### config.mk
export PLATFORM = sky130hd
export DESIGN_NAME = ctrl_pipe
export DESIGN_NICKNAME = d
export VERILOG_FILES = /design/src/rtl/ctrl_pipe.sv
export SDC_FILE = /design/constraint.sdc
export NUM_CORES = 1
export LEC_CHECK = 0
export CORE_MARGIN = 2
export CORE_UTILIZATION = 52
export CTS_CLUSTER_DIAMETER = 60
export DETAILED_ROUTE_END_ITERATION = 6
export GPL_ROUTABILITY_DRIVEN = 0
export HOLD_SLACK_MARGIN = 0.05
export PLACE_DENSITY = 0.88
export SETUP_SLACK_MARGIN = 0.15
export SYNTH_ARGS = -nofsm -noshare
export SYNTH_HDL_FRONTEND = slang
export SYNTH_SLANG_ARGS = --single-unit
### constraint.sdc
create_clock -name clock -period 4.3 [get_ports clock]
set_input_delay 0.43 -clock clock [delete_from_list [all_inputs] [get_ports clock]]
set_output_delay 0.43 -clock clock [all_outputs]
set_load 0.05 [all_outputs]
### src/rtl/ctrl_pipe.sv
// Pipelined control unit: decodes the opcode into a 13-bit control word and carries
// {valid, cw, rd} through STAGES registers. Load-use detection is built only with CTRL_HAZARD_EN.
module ctrl_pipe #(
    parameter int STAGES = 3,
    parameter int REG_W  = 5
) (
    input  logic             clock,
    input  logic             reset,
    input  logic             in_valid,
    output logic             in_ready,
    input  logic [4:0]       opcode,
    input  logic [REG_W-1:0] rd,
    input  logic [REG_W-1:0] rs,
    input  logic [REG_W-1:0] rt,
    input  logic             ext_stall,
    input  logic             flush,
    output logic             x_valid,
    output logic [12:0]      x_cw,
    output logic [REG_W-1:0] x_rd,
    output logic             w_valid,
    output logic [12:0]      w_cw,
    output logic [REG_W-1:0] w_rd,
    output logic             hazard_stall
);

    localparam int CW_RWE     = 0;
    localparam int CW_DMWE    = 1;
    localparam int CW_RWD     = 2;
    localparam int CW_RDST    = 3;
    localparam int CW_ALUINB  = 4;
    localparam int CW_BNE     = 5;
    localparam int CW_BLT     = 6;
    localparam int CW_JUMP    = 7;
    localparam int CW_JR      = 8;
    localparam int CW_JAL     = 9;
    localparam int CW_SETX    = 10;
    localparam int CW_BEX     = 11;
    localparam int CW_ILLEGAL = 12;

    localparam logic [4:0] OP_R    = 5'b00000;
    localparam logic [4:0] OP_J    = 5'b00001;
    localparam logic [4:0] OP_BNE  = 5'b00010;
    localparam logic [4:0] OP_JAL  = 5'b00011;
    localparam logic [4:0] OP_JR   = 5'b00100;
    localparam logic [4:0] OP_ADDI = 5'b00101;
    localparam logic [4:0] OP_BLT  = 5'b00110;
    localparam logic [4:0] OP_SW   = 5'b00111;
    localparam logic [4:0] OP_LW   = 5'b01000;
    localparam logic [4:0] OP_SETX = 5'b10101;
    localparam logic [4:0] OP_BEX  = 5'b10110;

    logic             st_v  [1:STAGES];
    logic [12:0]      st_cw [1:STAGES];
    logic [REG_W-1:0] st_rd [1:STAGES];

    logic [12:0] cw_dec;
    logic        accept;

    always_comb begin
        cw_dec = '0;
        case (opcode)
            OP_R:    begin cw_dec[CW_RWE] = 1'b1; cw_dec[CW_RDST] = 1'b1; end
            OP_J:    cw_dec[CW_JUMP] = 1'b1;
            OP_BNE:  cw_dec[CW_BNE] = 1'b1;
            OP_JAL:  begin cw_dec[CW_RWE] = 1'b1; cw_dec[CW_JUMP] = 1'b1; cw_dec[CW_JAL] = 1'b1; end
            OP_JR:   cw_dec[CW_JR] = 1'b1;
            OP_ADDI: begin cw_dec[CW_RWE] = 1'b1; cw_dec[CW_ALUINB] = 1'b1; end
            OP_BLT:  cw_dec[CW_BLT] = 1'b1;
            OP_SW:   begin cw_dec[CW_DMWE] = 1'b1; cw_dec[CW_ALUINB] = 1'b1; end
            OP_LW:   begin cw_dec[CW_RWE] = 1'b1; cw_dec[CW_RWD] = 1'b1; cw_dec[CW_ALUINB] = 1'b1; end
            OP_SETX: begin cw_dec[CW_RWE] = 1'b1; cw_dec[CW_SETX] = 1'b1; end
            OP_BEX:  cw_dec[CW_BEX] = 1'b1;
            default: cw_dec[CW_ILLEGAL] = 1'b1;
        endcase
    end

`ifdef CTRL_HAZARD_EN
    // A load in stage 1 whose destination feeds the decode instruction; r0 never creates a dependency.
    assign hazard_stall = in_valid & st_v[1] & st_cw[1][CW_RWD] & ~flush
                        & (st_rd[1] != '0) & ((st_rd[1] == rs) | (st_rd[1] == rt));
`else
    logic unused_hz_fields;
    assign unused_hz_fields = ^{rs, rt};
    assign hazard_stall     = 1'b0;
`endif

    assign in_ready = ~ext_stall & ~hazard_stall;
    assign accept   = in_valid & in_ready & ~flush;

    always_ff @(posedge clock) begin
        if (reset) begin
            for (int k = 1; k <= STAGES; k++) begin
                st_v[k]  <= 1'b0;
                st_cw[k] <= '0;
                st_rd[k] <= '0;
            end
        end else if (ext_stall) begin
            if (flush) begin
                st_v[1]  <= 1'b0;
                st_cw[1] <= '0;
            end
        end else begin
            for (int k = 2; k <= STAGES; k++) begin
                st_v[k]  <= st_v[k-1];
                st_cw[k] <= st_cw[k-1];
                st_rd[k] <= st_rd[k-1];
            end
            // The killed stage-1 instruction moves on as a bubble so its effects never reach W.
            if (flush) begin
                st_v[2]  <= 1'b0;
                st_cw[2] <= '0;
            end
            st_v[1]  <= accept;
            st_cw[1] <= accept ? cw_dec : '0;
            st_rd[1] <= accept ? rd : '0;
        end
    end

    assign x_valid = st_v[1];
    assign x_cw    = st_cw[1];
    assign x_rd    = st_rd[1];
    assign w_valid = st_v[STAGES];
    assign w_cw    = st_cw[STAGES];
    assign w_rd    = st_rd[STAGES];

endmodule
==> results list, run 1 <==
- The run finished with clean final reports.
* Post-synth top flop: edfxtp_1
* Average wire per standard cell: 13.0 um
* Clock latency at the later pin of the worst-skew pair: 0.32 ns
* Worst-case hold path end point: st_rd[0][17]$_SDFFCE_PN0P_
- Die width: roughly 74 um
* Cell area after placement: 2890 um2
- By area the synthesized netlist is led by edfxtp_1, buf_4, and2_1.
* Final Hold Violating Endpoints: 0
* Arrival time worst endpoint: 1.82 ns
* Cell at the root of the clock tree: clkbuf_8
* Syn nets: 208
- Counting flops and latches in the post-synthesis netlist gives between 50 and 60.
- CTS resizes: 0
- Detailed placement ended at an HPWL of 2660 um.
- Clk buf depth: 2
* Max_slew headroom: 33.2%
* Worst hold-check slack: 0.518 ns
* Share of the yosys chip area belonging to registers: about 66%
- Dividing the final minimum period by the clock period gives 52.3%.
- Mean area per synthesized cell: 14.1 um2
- Initial antenna violation count: 0
- Max capacitance violation total: 0
- Area occupied by multi-input gates: 529 um2
- Count of endpoints failing setup in the final report: 0
* Top-Level Pins: between 60 and 70
* Distinct cell type count of the synthesized netlist: 30
- The via count of the first global-routing pass is between 1000 and 1500.
* Crit path required time: 3.87 ns
- Entering global routing, the biggest net connects 30 pins.
- The worst-case IR drop observed on VDD is 0.300 mV.
* Synth Warn #: 0
- Final max-slew violation count: 0
- Layout cell share with drive strength beyond 1: 16.2%
* Vias per Instance: 4.55
- Routed wire length: 3610 um
- The area growth from synthesis to layout is 18.5%.
- Destination of the worst register-to-register timing path: st_cw[0][38]$_SDFFCE_PP0P_
* Number of clock sinks: 57
* GRT Util Overall: 14.6%
- Count of routing violations after the opening detailed-route iteration: 72
- Number of setup buffers added after CTS: 0
- The floorplan has 25 rows.
* Die height: 74.4 um
* DRC Markers: 0
* Post-synth EDFFs: 57
- The critical path is of the in2out type.
- Area share of the leading cell type in the synthesized netlist: 66.4%
- The finished cells cover 3060 um2.
- The final layout contains 230 nets.
- Worst clock skew: 0.00820 ns
* Transition at the pin with the smallest max-transition slack: 0.998 ns
* Layout fillers: approximately 370
- Beginning of the worst hold path: st_rd[0][12]$_SDFFCE_PN0P_
- Number of iterations in the first detailed-routing pass: 4
* Power after layout: 1230 uW
* Antenna viol nets, final: 0
- The number of antenna diodes in the final layout is 0.
* Setup slack of the worst register-to-register path: 3.45 ns
- TritonCTS built the clock tree.
- Final setup TNS: 0 ns
- The mapped netlist covers 2580 um2.
- Most frequent standard cell in the layout excluding fill and tap cells: edfxtp_1
- Starting utilization of the core area: 54.2%
* Launch instance of the worst register-to-register path: st_cw[0][25]$_SDFFCE_PN0P_
- Max Fanout on Critical Path: 5
- For this block, the via count after detailed routing is roughly 1300.
- The number of hold buffers added after CTS was 0.
- The path class of the tightest hold or removal check is reg2reg.
* Dominant cell type by area after synthesis: edfxtp_1
* Gate Count Post-Synth: 183
- For this design the ratio of total power to cell area is 403 nW/um2.
- Clock-pin slew was measured on the worst setup and hold paths at around 0.070 ns.
- Number of cells traversed by the worst register-to-register path: 1
* Setup repair after global routing missed its margin: false
- Leakage: between 0.001 and 0.0015 uW
* Number of buffers created by CTS: 9
* Worst hold path cell count: 1
- In the final layout, flip-flops and latches occupy 1710 um2.
- After synthesis, the share of flip-flops with an asynchronous set or reset is 0%.
* GRT Residual Overflow: 0
* Final period demand of the worst path: 2.25 ns
- Kind of launch point of the worst setup path: input pin
* First-pass GRT wire length: 5720 um
- Input and output buffers added on the ports amount to 53.
- The die covers approximately 5500 um2.
- H-tree levels: 3
* Element type at the critical path end: output port
* Post-layout utilization of the core: 64.3%
- Core region area: 4750 um2
- Fmax: 445 MHz
- Leading cell types in the layout, fill and taps excluded: edfxtp_1, clkdlybuf4s50_1, and2_1, clkbuf_8
==> worst max path at each step <==
stage               from                         end  slack, ns  cells past startpoint
2_1_floorplan  ext_stall  st_cw[0][13]$_SDFFCE_PN0P_       2.41                      2
3_3_place_gp   ext_stall  st_cw[0][21]$_SDFFCE_PN0P_       2.06                      5
3_5_place_dp   ext_stall  st_cw[0][21]$_SDFFCE_PN0P_       2.04                      5
4_1_cts        ext_stall                    in_ready       2.05                      3
5_1_grt        ext_stall                    in_ready       2.02                      3
6_report       ext_stall                    in_ready       2.05                      3
==> stage by stage <==
step / setup slack [ns] / std cells
after detailed placement: 2.04 / 261
final: 2.05 / 277
after floorplan: 2.41 / 183
after global routing: 2.02 / 277
after global placement: 2.06 / 261
after CTS: 2.05 / 277
==> layout make-up <==
cell class,count,share of cell area [%]
tap,67,2.74
sequential,57,56.0
clock inverter,7,1.52
timing repair buffer,55,17.9
inverter,4,0.491
clock buffer,9,4.05
multi-input combinational,78,17.3
==> cells in the mapped netlist, types with 2 or more instances <==
master,instances
edfxtp_1,57
buf_4,40
and2_1,34
and3_2,5
nor3_1,5
and2_2,4
inv_1,4
nand2_1,4
nor2_1,4
clkbuf_1,3
nor4_2,2
or2b_1,2
or3_1,2
==> flip-flops by register name (all words and copies together), names as in the netlist <==
register	cells
st_cw	39
st_rd	15
st_v	3
==> worst max-delay path, cell delays in order <==
cell,delay [ns]
clkdlybuf4s50_1,0.49
inv_1,0.09
clkdlybuf4s50_1,0.80
==> logic make-up (layout without fill, tap and decap cells) <==
kind of cell / count (synthesis) / after routing / share of synthesized area, %
xor+xnor: 1 / 1 / 0.340
compound gates: 5 / 5 / 1.31
simple gates: 71 / 71 / 18.7
other cells: 1 / 1 / 0.145
buf+inv: 48 / 75 / 13.1
flops: 57 / 57 / 66.4
==> metal layers <==
metal / part of all wire [%] / GRT usage (%) / vias up
met2: 54 / 24.9 / 42
met4: 1.4 / 5.95 / 0
met1: 40 / 16.7 / 572
met3: 5.5 / 5.28 / 5
li1: - / - / 641
met5: 0 / 0 / -
==> power breakdown <==
| group | switching [uW] | leakage [uW] | internal, uW |
|---|---|---|---|
| clock | 214 | 0.0000814 | 207 |
| sequential | 8.36 | 0.000639 | 640 |
| combinational | 109 | 0.000442 | 52.8 |
| total | 331 | 0.00116 | 900 |
(Power assumes the default switching activity.)
==> inputs of run 2 (changes only) <==
- CORE_UTILIZATION: 52 -> 44
- PLACE_DENSITY: 0.88 -> 0.8
- clock period: 4.3 -> 2 ns (I/O delays scaled with it)
==> run 2 against run 1 <==
Global-route usage decreased by 2.3 points. Clock-buffer cell count increased by 3. Combinational power increased by 120%. Non-clock buffer count increased by 2. Critical path type is now reg2out. Highest routed layer unchanged.
==> results list, run 2 (synthesis results as in run 1) <==
- Status: completed
- Count of buffers from port buffering: between 50 and 60
* Cells after DPL: 268
* Crit path required time: 1.80 ns
* Hold WC Path Type: reg2reg
* Die width: between 80 and 90 um
- Final Net Count: 232
- Final setup margin: about 0.28 ns
- The critical path is of the reg2out type.
- Across the run, the number of max-cap violations was 0.
* Number of setup buffers added after CTS: 0
- GRT Residual Overflow: 0
* Die height: around 81 um
* Element type at the critical path end: output port
- Average wire per standard cell: 12.4 um
- The clock passes through at most 2 buffers.
- In this run the static leakage power is 0.00118 uW.
- TritonCTS built the clock tree.
* Layout cell share with drive strength beyond 1: ~16%
* H-tree levels: 3
* Area added between synthesis and finish: 19.6%
- CTS resizes: 0
- Kind of cell adding the most delay to the critical path: buffers and inverters
- For this run, the total global-route usage over all layers was measured as about an eighth.
- The clock arrives with 0.00572 ns of skew.
* Initial antenna violation count: 0
- The signal on the critical path passes through clkdlybuf4s50_1.
- The die covers 6490 um2.
- Maximum number of pins on one net before global-route repair: 30
* First-pass GRT wire length: about 5600 um
- Post-layout utilization of the core: 55.3%
- The number of buffers and inverters on the critical path is 1.
* Layout fillers: around 450
* Count of routing violations after the opening detailed-route iteration: 58
- The number of pins with negative max-slew slack in the final report was 0.
- Flip-flop count of the largest register after layout: 39
* Max_slew headroom: 31.6%
- Final setup TNS: 0 ns
- Buffers inserted during clock tree synthesis total 9.
* Max Fanout on Critical Path: 2
- Count of non-filler cells in the finished layout: ~280
- Routed wire length: 3520 um
- Worst IR drop on VDD: ~0.47 mV
- The pre-antenna-repair detailed-routing pass consisted of 4 iterations.
- Number of global-route vias before repair: 1167
- Period utilisation layout: a little under nine tenths
- Top-Level Pins: 65
- Ranked by flip-flop count, first place goes to st_cw.
- After floorplanning, the core was sized to cover 5570 um2.
* Final period demand of the worst path: 1.72 ns
- Final Hold Violating Endpoints: 0
- STA classifies the critical path startpoint as a register.
- The library cell used most frequently in the layout, excluding fill and tap cells, is edfxtp_1.
* DR vias: 1251
- Pwr/cell area: 881 nW/um2
- Clock latency at the later pin of the worst-skew pair: 0.32 ns
- Setup repair after global routing missed its margin: false
- The initial utilization of the core area, before any placement, comes to 46.3%.
- Leading cell types in the layout, fill and taps excluded: edfxtp_1, clkdlybuf4s50_1, and2_1, clkbuf_8
* Vias per Instance: about 4.4
- Row generation in the floorplan step produced 27 rows.
- Prior to clock tree synthesis, the placed netlist has a worst setup slack of roughly 0.045 ns.
- Clock-pin slew of the registers on the worst-case setup and hold paths: 0.06 ns
- Transition at the pin with the smallest max-transition slack: 1.02 ns
- Arrival time worst endpoint: 1.52 ns
- Number of clock sinks: 57
- Antenna viol nets, final: 0
- On the worst path, the slowest cell contributes a delay of 0.84 ns.
* Total half-perimeter wirelength after legalization and detailed placement: about 2500 um
- Setup violations remaining at the end of the flow were counted as 0.
- The largest registers in the layout are st_cw (39), st_rd (15), st_v (3).
- Cell at the root of the clock tree: clkbuf_8
- CP max-delay cell: clkdlybuf4s50_1
- Ant. Diodes: 0
- Hold repair after CTS inserted 0 buffers.
- Power after layout: 2710 uW
- DRC Markers: 0
* Fmax: ~580 MHz
==> run 2: area by class of cell <==
cell class	instances	area (um2)	share of cell area, %
clock buffer	12	135	4.38
multi-input combinational	78	529	17.2
tap	72	90.1	2.92
timing repair buffer	57	558	18.1
sequential	57	1710	55.5
inverter	4	15.0	0.487
clock inverter	4	43.8	1.42
==> run 2: routing by layer <==
metal / wire (um) / GRT usage (%) / part of all wire (%)
met4: 89 / 7.63 / 2.5
met2: 1780 / 19.0 / 51
met5: 0 / 0 / 0
met3: 238 / 6.07 / 6.8
met1: 1400 / 13.4 / 40
==> run 2: per-stage QoR <==
step | cell area, um2 | hold slack [ns]
floorplan | 2580 | 0.390
global placement | 2900 | 0.501
detailed placement | 2900 | 0.504
CTS | 3080 | 0.514
global route | 3080 | 0.526
finish | 3080 | 0.513
==> run 2: worst paths after layout <==
check	start	to	slack, ns	cells after the start
worst min register to register	st_rd[0][14]$_SDFFCE_PN0P_	st_rd[0][19]$_SDFFCE_PN0P_	0.51	1
worst max register to register	st_cw[0][15]$_SDFFCE_PN0P_	st_cw[0][28]$_SDFFCE_PP0P_	1.17	1
worst max-delay path	st_cw[0][15]$_SDFFCE_PN0P_	x_cw[2]	0.28	1
worst min-delay path	st_rd[0][14]$_SDFFCE_PN0P_	st_rd[0][19]$_SDFFCE_PN0P_	0.51	1
==> run 2: report_power, final <==
part / switching (uW) / internal [uW]
Sequential: 17.1 / 1380
Clock: 404 / 567
Combinational: 234 / 115
==> inputs of run 3 (changes only) <==
- GPL_ROUTABILITY_DRIVEN: 0 -> not set
==> results of run 3 <==
No change in the layout: final DEF, timing and power equal those of run 2.
